[src/rtl/wbdbg_ctrl_if.sv]
// ---------------------------------------------------------------------------
// wbdbg_ctrl_if
//   Bundles every non-clock signal of the Wishbone debug run controller:
//   host commands, trigger setup, the monitor control/strobe path, the host
//   byte link and the status counters.
//
//   Signals (direction as seen by the controller, i.e. the slave modport):
//     i_cmd_arm     in   1         pulse: start a capture session
//     i_cmd_stop    in   1         pulse: end the session
//     i_trig_adr    in   ADDRBITS  trigger address
//     i_trig_mask   in   ADDRBITS  trigger compare mask (1 = compare bit)
//     i_cap_limit   in   CNTBITS   transactions to capture, 0 = unlimited
//     o_dbg_rst     out  1         monitor reset
//     o_dbg_en      out  1         monitor enable
//     i_dbg_stb     in   1         monitor transaction strobe
//     i_dbg_txn     in   BUSBITS   monitor transaction word
//     o_byte_valid  out  1         byte available to the host
//     o_byte_data   out  8         byte to the host
//     i_byte_ready  in   1         host accepts the byte
//     o_state       out  3         controller state
//     o_cap_count   out  CNTBITS   transactions buffered this session
//     o_drop_count  out  8         transactions lost to a full buffer
//
//   Modports: slave = the controller, master = the host/monitor side.
// ---------------------------------------------------------------------------
interface wbdbg_ctrl_if #(
    parameter int ADDRBITS = 26,
    parameter int BUSBITS  = 72,
    parameter int CNTBITS  = 16
);
    logic                i_cmd_arm;
    logic                i_cmd_stop;
    logic [ADDRBITS-1:0] i_trig_adr;
    logic [ADDRBITS-1:0] i_trig_mask;
    logic [CNTBITS-1:0]  i_cap_limit;
    logic                o_dbg_rst;
    logic                o_dbg_en;
    logic                i_dbg_stb;
    logic [BUSBITS-1:0]  i_dbg_txn;
    logic                o_byte_valid;
    logic [7:0]          o_byte_data;
    logic                i_byte_ready;
    logic [2:0]          o_state;
    logic [CNTBITS-1:0]  o_cap_count;
    logic [7:0]          o_drop_count;

    modport slave (
        input  i_cmd_arm, i_cmd_stop, i_trig_adr, i_trig_mask, i_cap_limit,
        input  i_dbg_stb, i_dbg_txn, i_byte_ready,
        output o_dbg_rst, o_dbg_en, o_byte_valid, o_byte_data,
        output o_state, o_cap_count, o_drop_count
    );

    modport master (
        output i_cmd_arm, i_cmd_stop, i_trig_adr, i_trig_mask, i_cap_limit,
        output i_dbg_stb, i_dbg_txn, i_byte_ready,
        input  o_dbg_rst, o_dbg_en, o_byte_valid, o_byte_data,
        input  o_state, o_cap_count, o_drop_count
    );
endinterface

[src/rtl/wbdbg_ctrl.sv]
// ---------------------------------------------------------------------------
// wbdbg_ctrl
//   Run controller for the Wishbone debug monitor. Sequences a capture
//   session (clear monitor, arm, wait for an address trigger, capture up to
//   a limit of transactions, drain), buffers accepted monitor transactions
//   in a small FIFO and serialises each one MSB first onto the host byte
//   link.
//
//   Ports:
//     i_wb_clk   clock
//     i_wb_rst   asynchronous active-high reset
//     bus        wbdbg_ctrl_if.slave carrying commands, trigger setup,
//                monitor control/strobe, byte link and status counters
// ---------------------------------------------------------------------------
module wbdbg_ctrl #(
    parameter int ADDRBITS = 26,
    parameter int DATABITS = 16,
    parameter int BUSBITS  = 72,
    parameter int DEPTH    = 4,
    parameter int CNTBITS  = 16
) (
    input  logic        i_wb_clk,
    input  logic        i_wb_rst,
    wbdbg_ctrl_if.slave bus
);
    localparam int NBYTES   = BUSBITS / 8;
    localparam int PTRBITS  = $clog2(DEPTH);
    localparam int BIDXBITS = (NBYTES > 1) ? $clog2(NBYTES) : 1;

    typedef enum logic [2:0] {
        IDLE  = 3'd0,
        CLEAR = 3'd1,
        ARMED = 3'd2,
        RUN   = 3'd3,
        DRAIN = 3'd4
    } state_t;

    state_t              state_q, state_d;
    logic                dbgRst_q, dbgRst_d;
    logic                dbgEn_q, dbgEn_d;
    logic [CNTBITS-1:0]  capCount_q, capCount_d;
    logic [7:0]          dropCount_q, dropCount_d;

    logic [BUSBITS-1:0]  mem_q [DEPTH];
    logic [PTRBITS:0]    wrPtr_q, rdPtr_q;

    logic [BUSBITS-1:0]  shift_q;
    logic [BIDXBITS-1:0] byteIdx_q;
    logic                byteValid_q;

    logic [ADDRBITS-1:0] stbAdr;
    logic                trigHit;
    logic                accept;
    logic                fifoEmpty;
    logic                fifoFull;
    logic                fifoWr;
    logic                fifoDrop;
    logic [CNTBITS-1:0]  capNext;
    logic                limitHit;
    logic                byteTake;
    logic                lastByte;
    logic                serLoad;

    // Trigger compare: only bits selected by the mask take part, so an
    // all-zero mask matches any address.
    assign stbAdr  = bus.i_dbg_txn[2*DATABITS +: ADDRBITS];
    assign trigHit = ((stbAdr ^ bus.i_trig_adr) & bus.i_trig_mask) == '0;

    // A strobe is taken in RUN unconditionally and in ARMED only on a
    // trigger hit; everything else (IDLE, CLEAR, DRAIN) is thrown away.
    assign accept = bus.i_dbg_stb &&
                    ((state_q == RUN) || ((state_q == ARMED) && trigHit));

    // The pointers carry one extra wrap bit so full and empty can be told
    // apart. Fullness is judged on the registered pointers only, so a pop in
    // the same cycle does not make room for a write.
    assign fifoEmpty = (wrPtr_q == rdPtr_q);
    assign fifoFull  = (wrPtr_q[PTRBITS] != rdPtr_q[PTRBITS]) &&
                       (wrPtr_q[PTRBITS-1:0] == rdPtr_q[PTRBITS-1:0]);
    assign fifoWr    = accept && !fifoFull;
    assign fifoDrop  = accept && fifoFull;

    // The write that lands exactly on a nonzero limit ends the capture
    // phase; that transaction itself is still kept.
    assign capNext  = capCount_q + 1'b1;
    assign limitHit = fifoWr && (bus.i_cap_limit != '0) &&
                      (capNext == bus.i_cap_limit);

    // The serialiser reloads from the FIFO head either when idle or in the
    // same cycle the host takes the final byte, so consecutive transactions
    // leave the link with no gap between them.
    assign byteTake = byteValid_q && bus.i_byte_ready;
    assign lastByte = (byteIdx_q == BIDXBITS'(NBYTES - 1));
    assign serLoad  = !fifoEmpty && (!byteValid_q || (byteTake && lastByte));

    // Next-state and counter logic. Stop always beats arm, and an arm seen
    // outside IDLE simply has no effect. Counts are wiped in CLEAR and keep
    // their final values after the session so the host can read them.
    always_comb begin
        state_d     = state_q;
        capCount_d  = capCount_q;
        dropCount_d = dropCount_q;
        case (state_q)
            IDLE: begin
                if (bus.i_cmd_arm && !bus.i_cmd_stop) state_d = CLEAR;
            end
            CLEAR: begin
                capCount_d  = '0;
                dropCount_d = '0;
                state_d     = bus.i_cmd_stop ? IDLE : ARMED;
            end
            ARMED: begin
                if (bus.i_cmd_stop)  state_d = DRAIN;
                else if (accept)     state_d = limitHit ? DRAIN : RUN;
            end
            RUN: begin
                if (bus.i_cmd_stop || limitHit) state_d = DRAIN;
            end
            DRAIN: begin
                if (fifoEmpty && !byteValid_q) state_d = IDLE;
            end
            default: state_d = IDLE;
        endcase
        if (fifoWr) capCount_d = capNext;
        if (fifoDrop && (dropCount_q != 8'hFF)) dropCount_d = dropCount_q + 8'd1;
        dbgRst_d = (state_d == CLEAR);
        dbgEn_d  = (state_d == ARMED) || (state_d == RUN);
    end

    // Controller state and its registered outputs. The monitor is held in
    // reset while this block is in reset, so o_dbg_rst only falls on the
    // first clock after release.
    always_ff @(posedge i_wb_clk or posedge i_wb_rst) begin
        if (i_wb_rst) begin
            state_q     <= IDLE;
            dbgRst_q    <= 1'b1;
            dbgEn_q     <= 1'b0;
            capCount_q  <= '0;
            dropCount_q <= '0;
        end else begin
            state_q     <= state_d;
            dbgRst_q    <= dbgRst_d;
            dbgEn_q     <= dbgEn_d;
            capCount_q  <= capCount_d;
            dropCount_q <= dropCount_d;
        end
    end

    // FIFO pointers. Reset empties the buffer immediately, discarding any
    // transactions of an aborted session.
    always_ff @(posedge i_wb_clk or posedge i_wb_rst) begin
        if (i_wb_rst) begin
            wrPtr_q <= '0;
            rdPtr_q <= '0;
        end else begin
            if (fifoWr)  wrPtr_q <= wrPtr_q + 1'b1;
            if (serLoad) rdPtr_q <= rdPtr_q + 1'b1;
        end
    end

    // FIFO storage needs no reset: the pointers alone decide what is valid.
    always_ff @(posedge i_wb_clk) begin
        if (fifoWr) mem_q[wrPtr_q[PTRBITS-1:0]] <= bus.i_dbg_txn;
    end

    // Byte serialiser. The outgoing byte is always the top byte of the shift
    // register, which only moves on a host acceptance, so the byte stays
    // stable while the host stalls. Shifting zeros in means the data output
    // reads zero once a transaction has fully left.
    always_ff @(posedge i_wb_clk or posedge i_wb_rst) begin
        if (i_wb_rst) begin
            byteValid_q <= 1'b0;
            shift_q     <= '0;
            byteIdx_q   <= '0;
        end else if (serLoad) begin
            byteValid_q <= 1'b1;
            shift_q     <= mem_q[rdPtr_q[PTRBITS-1:0]];
            byteIdx_q   <= '0;
        end else if (byteTake) begin
            shift_q <= shift_q << 8;
            if (lastByte) begin
                byteValid_q <= 1'b0;
                byteIdx_q   <= '0;
            end else begin
                byteIdx_q <= byteIdx_q + 1'b1;
            end
        end
    end

    assign bus.o_dbg_rst    = dbgRst_q;
    assign bus.o_dbg_en     = dbgEn_q;
    assign bus.o_byte_valid = byteValid_q;
    assign bus.o_byte_data  = shift_q[BUSBITS-1 -: 8];
    assign bus.o_state      = state_q;
    assign bus.o_cap_count  = capCount_q;
    assign bus.o_drop_count = dropCount_q;

endmodule

[src/flat_wrapper.sv]
// flat-port wrapper written by rule: the top's interface ports become plain ports
module wbdbg_ctrl_flat 
#(
    parameter int ADDRBITS = 26,
    parameter int DATABITS = 16,
    parameter int BUSBITS  = 72,
    parameter int DEPTH    = 4,
    parameter int CNTBITS  = 16
)
  (i_wb_clk, i_wb_rst, bus_i_cmd_arm, bus_i_cmd_stop, bus_i_trig_adr, bus_i_trig_mask, bus_i_cap_limit, bus_i_dbg_stb, bus_i_dbg_txn, bus_i_byte_ready, bus_o_dbg_rst, bus_o_dbg_en, bus_o_byte_valid, bus_o_byte_data, bus_o_state, bus_o_cap_count, bus_o_drop_count);
  wbdbg_ctrl_if #(.ADDRBITS(ADDRBITS), .BUSBITS(BUSBITS), .CNTBITS(CNTBITS)) bus_i ();
  input  logic i_wb_clk;
  input  logic i_wb_rst;
  input wire logic [$bits(bus_i.i_cmd_arm)-1:0] bus_i_cmd_arm;
  input wire logic [$bits(bus_i.i_cmd_stop)-1:0] bus_i_cmd_stop;
  input wire logic [$bits(bus_i.i_trig_adr)-1:0] bus_i_trig_adr;
  input wire logic [$bits(bus_i.i_trig_mask)-1:0] bus_i_trig_mask;
  input wire logic [$bits(bus_i.i_cap_limit)-1:0] bus_i_cap_limit;
  input wire logic [$bits(bus_i.i_dbg_stb)-1:0] bus_i_dbg_stb;
  input wire logic [$bits(bus_i.i_dbg_txn)-1:0] bus_i_dbg_txn;
  input wire logic [$bits(bus_i.i_byte_ready)-1:0] bus_i_byte_ready;
  output wire logic [$bits(bus_i.o_dbg_rst)-1:0] bus_o_dbg_rst;
  output wire logic [$bits(bus_i.o_dbg_en)-1:0] bus_o_dbg_en;
  output wire logic [$bits(bus_i.o_byte_valid)-1:0] bus_o_byte_valid;
  output wire logic [$bits(bus_i.o_byte_data)-1:0] bus_o_byte_data;
  output wire logic [$bits(bus_i.o_state)-1:0] bus_o_state;
  output wire logic [$bits(bus_i.o_cap_count)-1:0] bus_o_cap_count;
  output wire logic [$bits(bus_i.o_drop_count)-1:0] bus_o_drop_count;
  assign bus_i.i_cmd_arm = bus_i_cmd_arm;
  assign bus_i.i_cmd_stop = bus_i_cmd_stop;
  assign bus_i.i_trig_adr = bus_i_trig_adr;
  assign bus_i.i_trig_mask = bus_i_trig_mask;
  assign bus_i.i_cap_limit = bus_i_cap_limit;
  assign bus_i.i_dbg_stb = bus_i_dbg_stb;
  assign bus_i.i_dbg_txn = bus_i_dbg_txn;
  assign bus_i.i_byte_ready = bus_i_byte_ready;
  assign bus_o_dbg_rst = bus_i.o_dbg_rst;
  assign bus_o_dbg_en = bus_i.o_dbg_en;
  assign bus_o_byte_valid = bus_i.o_byte_valid;
  assign bus_o_byte_data = bus_i.o_byte_data;
  assign bus_o_state = bus_i.o_state;
  assign bus_o_cap_count = bus_i.o_cap_count;
  assign bus_o_drop_count = bus_i.o_drop_count;
  wbdbg_ctrl #(.ADDRBITS(ADDRBITS), .DATABITS(DATABITS), .BUSBITS(BUSBITS), .DEPTH(DEPTH), .CNTBITS(CNTBITS)) u_core (.i_wb_clk(i_wb_clk), .i_wb_rst(i_wb_rst), .bus(bus_i));
endmodule
[config.mk]
export PLATFORM = sky130hd
export DESIGN_NAME = wbdbg_ctrl_flat
export DESIGN_NICKNAME = d
export VERILOG_FILES = /design/src/rtl/wbdbg_ctrl_if.sv /design/src/rtl/wbdbg_ctrl.sv /design/src/flat_wrapper.sv
export SDC_FILE = /design/constraint.sdc
export NUM_CORES = 1
export LEC_CHECK = 0
export ABC_AREA = 1
export CAP_MARGIN = 20
export CORE_UTILIZATION = 45
export CTS_CLUSTER_DIAMETER = 100
export DETAILED_ROUTE_END_ITERATION = 10
export PLACE_DENSITY = 0.72
export SLEW_MARGIN = 20
export SYNTH_ARGS = -nofsm -noshare
export SYNTH_HDL_FRONTEND = slang
export SYNTH_SLANG_ARGS = --single-unit
export TNS_END_PERCENT = 5
[constraint.sdc]
create_clock -name i_wb_clk -period 6.25 [get_ports i_wb_clk]
set_input_delay 1.875 -clock i_wb_clk [delete_from_list [all_inputs] [get_ports i_wb_clk]]
set_output_delay 1.875 -clock i_wb_clk [all_outputs]
set_load 0.03 [all_outputs]
==> key figures <==
Synthesis
  • Ys flop type: edfxtp_1
  • Cell Area, Synth: around 17,000 um2
  • Number of synthesized flops with an enable pin: approximately 290
  • Yosys reg bits: 400
  • Mux cell area share after synthesis: 0.000588
  • Register area share after synthesis: 0.673
  • Largest family of logic cells by synthesized area: compound AO/OA/AOI/OAI gates
  • Synth Area in Adders: 0.00661
  • Ys async rst share: 0.280
  • Synth Area per Inst: 10.7 um2
  • Post-Synthesis Net Count: ~1.7k
  • YS warnings: 0
  • Mapped Cells: around 1.6k
  • Post-synthesis compound-gate area fraction: 0.140
  • Post-Synth Simple-Gate Area: 0.122
  • Synth cell types: 33
  • XOR/XNOR share of the synthesized area: 0.00514

Critical path
  • Top Family by Delay on Critical Path: simple AND/OR/NAND/NOR gates
  • CP startpoint kind: input pin
  • CP endpoint kind: flop
  • Worst path bufs/invs: 3
  • Worst path slowest cell: clkdlybuf4s50_1
  • Worst R2R Setup Slack: around 3.2 ns
  • Critical path class: in -> reg
  • Slowest stage delay, CP: between 0.4 and 0.5 ns
  • Worst EP arrival: roughly 4.7 ns
  • Max Fanout on Critical Path: 72
  • Reg-to-reg startpoint: u_core.bus.o_state[2]$_DFF_PP0_
  • Most used cell, CP: nand2_1
  • Crit path cell chain: clkdlybuf4s50_1, or2_2, nand3_1, nand2_1, nor2_1, nand2_1, nor2_1, nand2_1, nand2_1, nand2_2, nor2_4, inv_2, nor2_4, buf_12
  • R2R cell count: 14
  • Crit Reg-Reg Endpoint: u_core.mem_q[2][13]$_DFFE_PP_
  • Worst endpoint required time: 6.41 ns

Clocking
  • Post-CTS Resized: 0
  • Bufs on Longest Clock Path: 3
  • Num CTS Buffers: slightly above 40
  • Clk root buf: clkbuf_16
  • Clock sink total: 400
  • # H-tree levels: 2
  • Setup Buffers After CTS: 0
  • CTS tree: done
  • Clock transition at the registers of the reported paths: approximately 0.06 ns
  • Clock latency on the worst-skew pair: ~0.54 ns
  • CTS Hold Bufs: 0

Hold path
  • Hold Path Stages: 1
  • Hold Crit Start: u_core.rdPtr_q[2]$_DFFE_PP0P_
  • End point of the worst hold path: u_core.rdPtr_q[2]$_DFFE_PP0P_
  • Worst min-delay path category: reg -> reg

STA
  • Setup WS post-layout: between 1.5 and 2 ns
  • Endpoints failing hold: 0
  • Slew HR: 0.279
  • Max Clock Freq: roughly 0.22 GHz
  • Crit path time final: 4.58 ns
  • Slew @ Worst Pin: about 1.1 ns
  • Slew Viols, Final: 0
  • Final Skew: 0.0236 ns
  • Final worst-path cycle share: 0.733
  • RSZ-0062 raised after global routing: no
  • Final setup violation count: 0

Final layout
  • Fraction of layout cells with a size suffix above 1: 0.0621
  • Most frequent cells in the layout: edfxtp_1, o21ai_0, nand2_1, clkdlybuf4s50_1, nor2_1
  • Layout area overhead: 21.0%
  • Final net count: around 1.9k
  • Most common cell after layout, fill and taps aside: edfxtp_1

Global routing
  • Vias in the first global route: roughly 12k
  • All-Layer GR Usage: 0.215
  • Global-route wire length before repair: around 65,000 um
  • Initial antenna violation count: 5
  • Largest net degree at the start of global routing: roughly 100
  • GRT Residual Overflow: 0

Status
  • Status: finished clean

Detailed routing
  • DR DRC count: 0
  • DR iter-0 viols: 858
  • Vias per Instance: 5.40
  • Antenna Nets Post-Route: 0
  • Via count of the routed design: around 12k
  • WL final: about 40,000 um
  • WL per Instance: 18.1 um
  • DR pass1 iterations: 5

Run
  • Max-cap violations: 0

Place
  • Setup WS pre-CTS: between 1 and 1.5 ns
  • Dpl hpwl: roughly 25,000 um
  • GP Congestion: a little over 0.9
  • PortBufs: about 180

Floorplanning
  • Cell Rows: 70
  • Core footprint: 37,000 um2
  • Die width: between 150 and 200 um
  • Die area: between 30,000 and 40,000 um2
  • Top Ports: about 180
  • Die height: around 200 um
  • Starting Density: 0.461

Power and ir drop
  • Cell area power density: ~390 nW/um2
  • Leak: around 0.0077 uW
  • Tot Pwr: 7970 uW
  • Worst vdd ir: around 0.25 mV
[cell families after synthesis]
kind of cell,Yosys count
adders and majority gates,9
muxes,1
DFF,400
xor gates and xnor gates,10
and+or+nand+nor,495
buffers and inverters,223
AOI/OAI and AO/OA,447
[registers in the layout, indices dropped and copies added, names as in the netlist]
| name | flops |
|---|---|
| u_core.wrPtr_q | 3 |
| u_core.byteIdx_q | 4 |
| u_core.bus.o_byte_valid | 1 |
| u_core.bus.o_drop_count | 8 |
| u_core.bus.o_dbg_rst | 1 |
| u_core.shift_q | 72 |
| u_core.bus.o_dbg_en | 1 |
| u_core.bus.o_state | 3 |
| u_core.bus.o_cap_count | 16 |
| u_core.rdPtr_q | 3 |
| u_core.mem_q | 288 |
[layer usage]
| layer | share of wire | up-vias | routed length [um] | GRT usage |
|---|---|---|---|---|
| li1 | - | 5840 | - | - |
| met1 | 0.42 | 5910 | 17300 | 0.294 |
| met2 | 0.47 | 465 | 19400 | 0.340 |
| met3 | 0.086 | 66 | 3550 | 0.0513 |
| met4 | 0.022 | 8 | 901 | 0.0677 |
| met5 | 0.0011 | - | 47 | 0 |
[power breakdown]
part | switching, uW | total (uW) | internal, uW
Combinational | 1430 | 2170 | 743
Sequential | 296 | 3440 | 3140
Clock | 984 | 2360 | 1380
[stage by stage]
stage / instances / setup TNS (ns) / hold slack [ns] / utilization / cell area, um2
floorplan: 1585 / -55.77 / 0.454 / - / 17000
global placement: 2200 / 0 / 0.481 / 0.523 / 19300
detailed placement: 2200 / 0 / 0.490 / 0.523 / 19300
CTS: 2275 / 0 / 0.499 / 0.557 / 20600
global route: 2275 / 0 / 0.505 / 0.557 / 20600
finish: 2276 / 0 / 0.493 / 0.557 / 20600
[worst max path at each step]
| stage | endpoint | slack (ns) | cells past startpoint | start |
|---|---|---|---|---|
| 2_1_floorplan | u_core.mem_q[0][0]$_DFFE_PP_ | -0.26 | 13 | bus_i_trig_adr[19] |
| 3_3_place_gp | u_core.mem_q[3][70]$_DFFE_PP_ | 1.13 | 14 | bus_i_dbg_txn[53] |
| 3_5_place_dp | u_core.mem_q[3][70]$_DFFE_PP_ | 1.12 | 14 | bus_i_dbg_txn[53] |
| 4_1_cts | u_core.mem_q[3][69]$_DFFE_PP_ | 1.67 | 14 | bus_i_dbg_txn[53] |
| 5_1_grt | u_core.mem_q[3][69]$_DFFE_PP_ | 1.41 | 14 | bus_i_dbg_txn[51] |
| 6_report | u_core.mem_q[2][13]$_DFFE_PP_ | 1.67 | 14 | bus_i_dbg_txn[53] |
[area by class of cell]
class | instances | area (um2)
fill | 3068 | 16400
clock inverter | 18 | 170
clock buffer | 57 | 1120
timing repair buffer | 198 | 2020
antenna | 1 | 2.50
multi-input combinational | 962 | 4690
sequential | 400 | 11500
tap | 504 | 631
inverter | 136 | 515
[synth_stat cells (2+ instances only)]
| cell | n | area, um2 |
|---|---|---|
| o21ai_0 | 227 | 1140 |
| nor2_1 | 185 | 694 |
| edfxtp_1 | 288 | 8650 |
| buf_6 | 3 | 33.8 |
| nand2_2 | 4 | 25.0 |
| buf_4 | 8 | 60.1 |
| o21ai_1 | 5 | 25.0 |
| dfrtp_1 | 111 | 2780 |
| or2_1 | 3 | 18.8 |
| or2_2 | 12 | 75.1 |
| nand3_1 | 70 | 350 |
| inv_2 | 3 | 11.3 |
| ha_1 | 9 | 113 |
| a21oi_1 | 130 | 651 |
| xnor2_1 | 5 | 43.8 |
| nor2_2 | 2 | 12.5 |
| o22ai_1 | 74 | 463 |
| clkbuf_1 | 62 | 233 |
| nand2_1 | 197 | 739 |
| nand3b_1 | 7 | 52.6 |
| inv_1 | 132 | 495 |
| a221o_1 | 8 | 80.1 |
| nor3_1 | 3 | 15.0 |
| xor2_1 | 5 | 43.8 |
| nand4_1 | 7 | 43.8 |
| nor2_4 | 4 | 45.0 |
| buf_2 | 14 | 70.1 |
| a31oi_1 | 2 | 12.5 |
No activity file was read; power rests on OpenSTA's default activity.
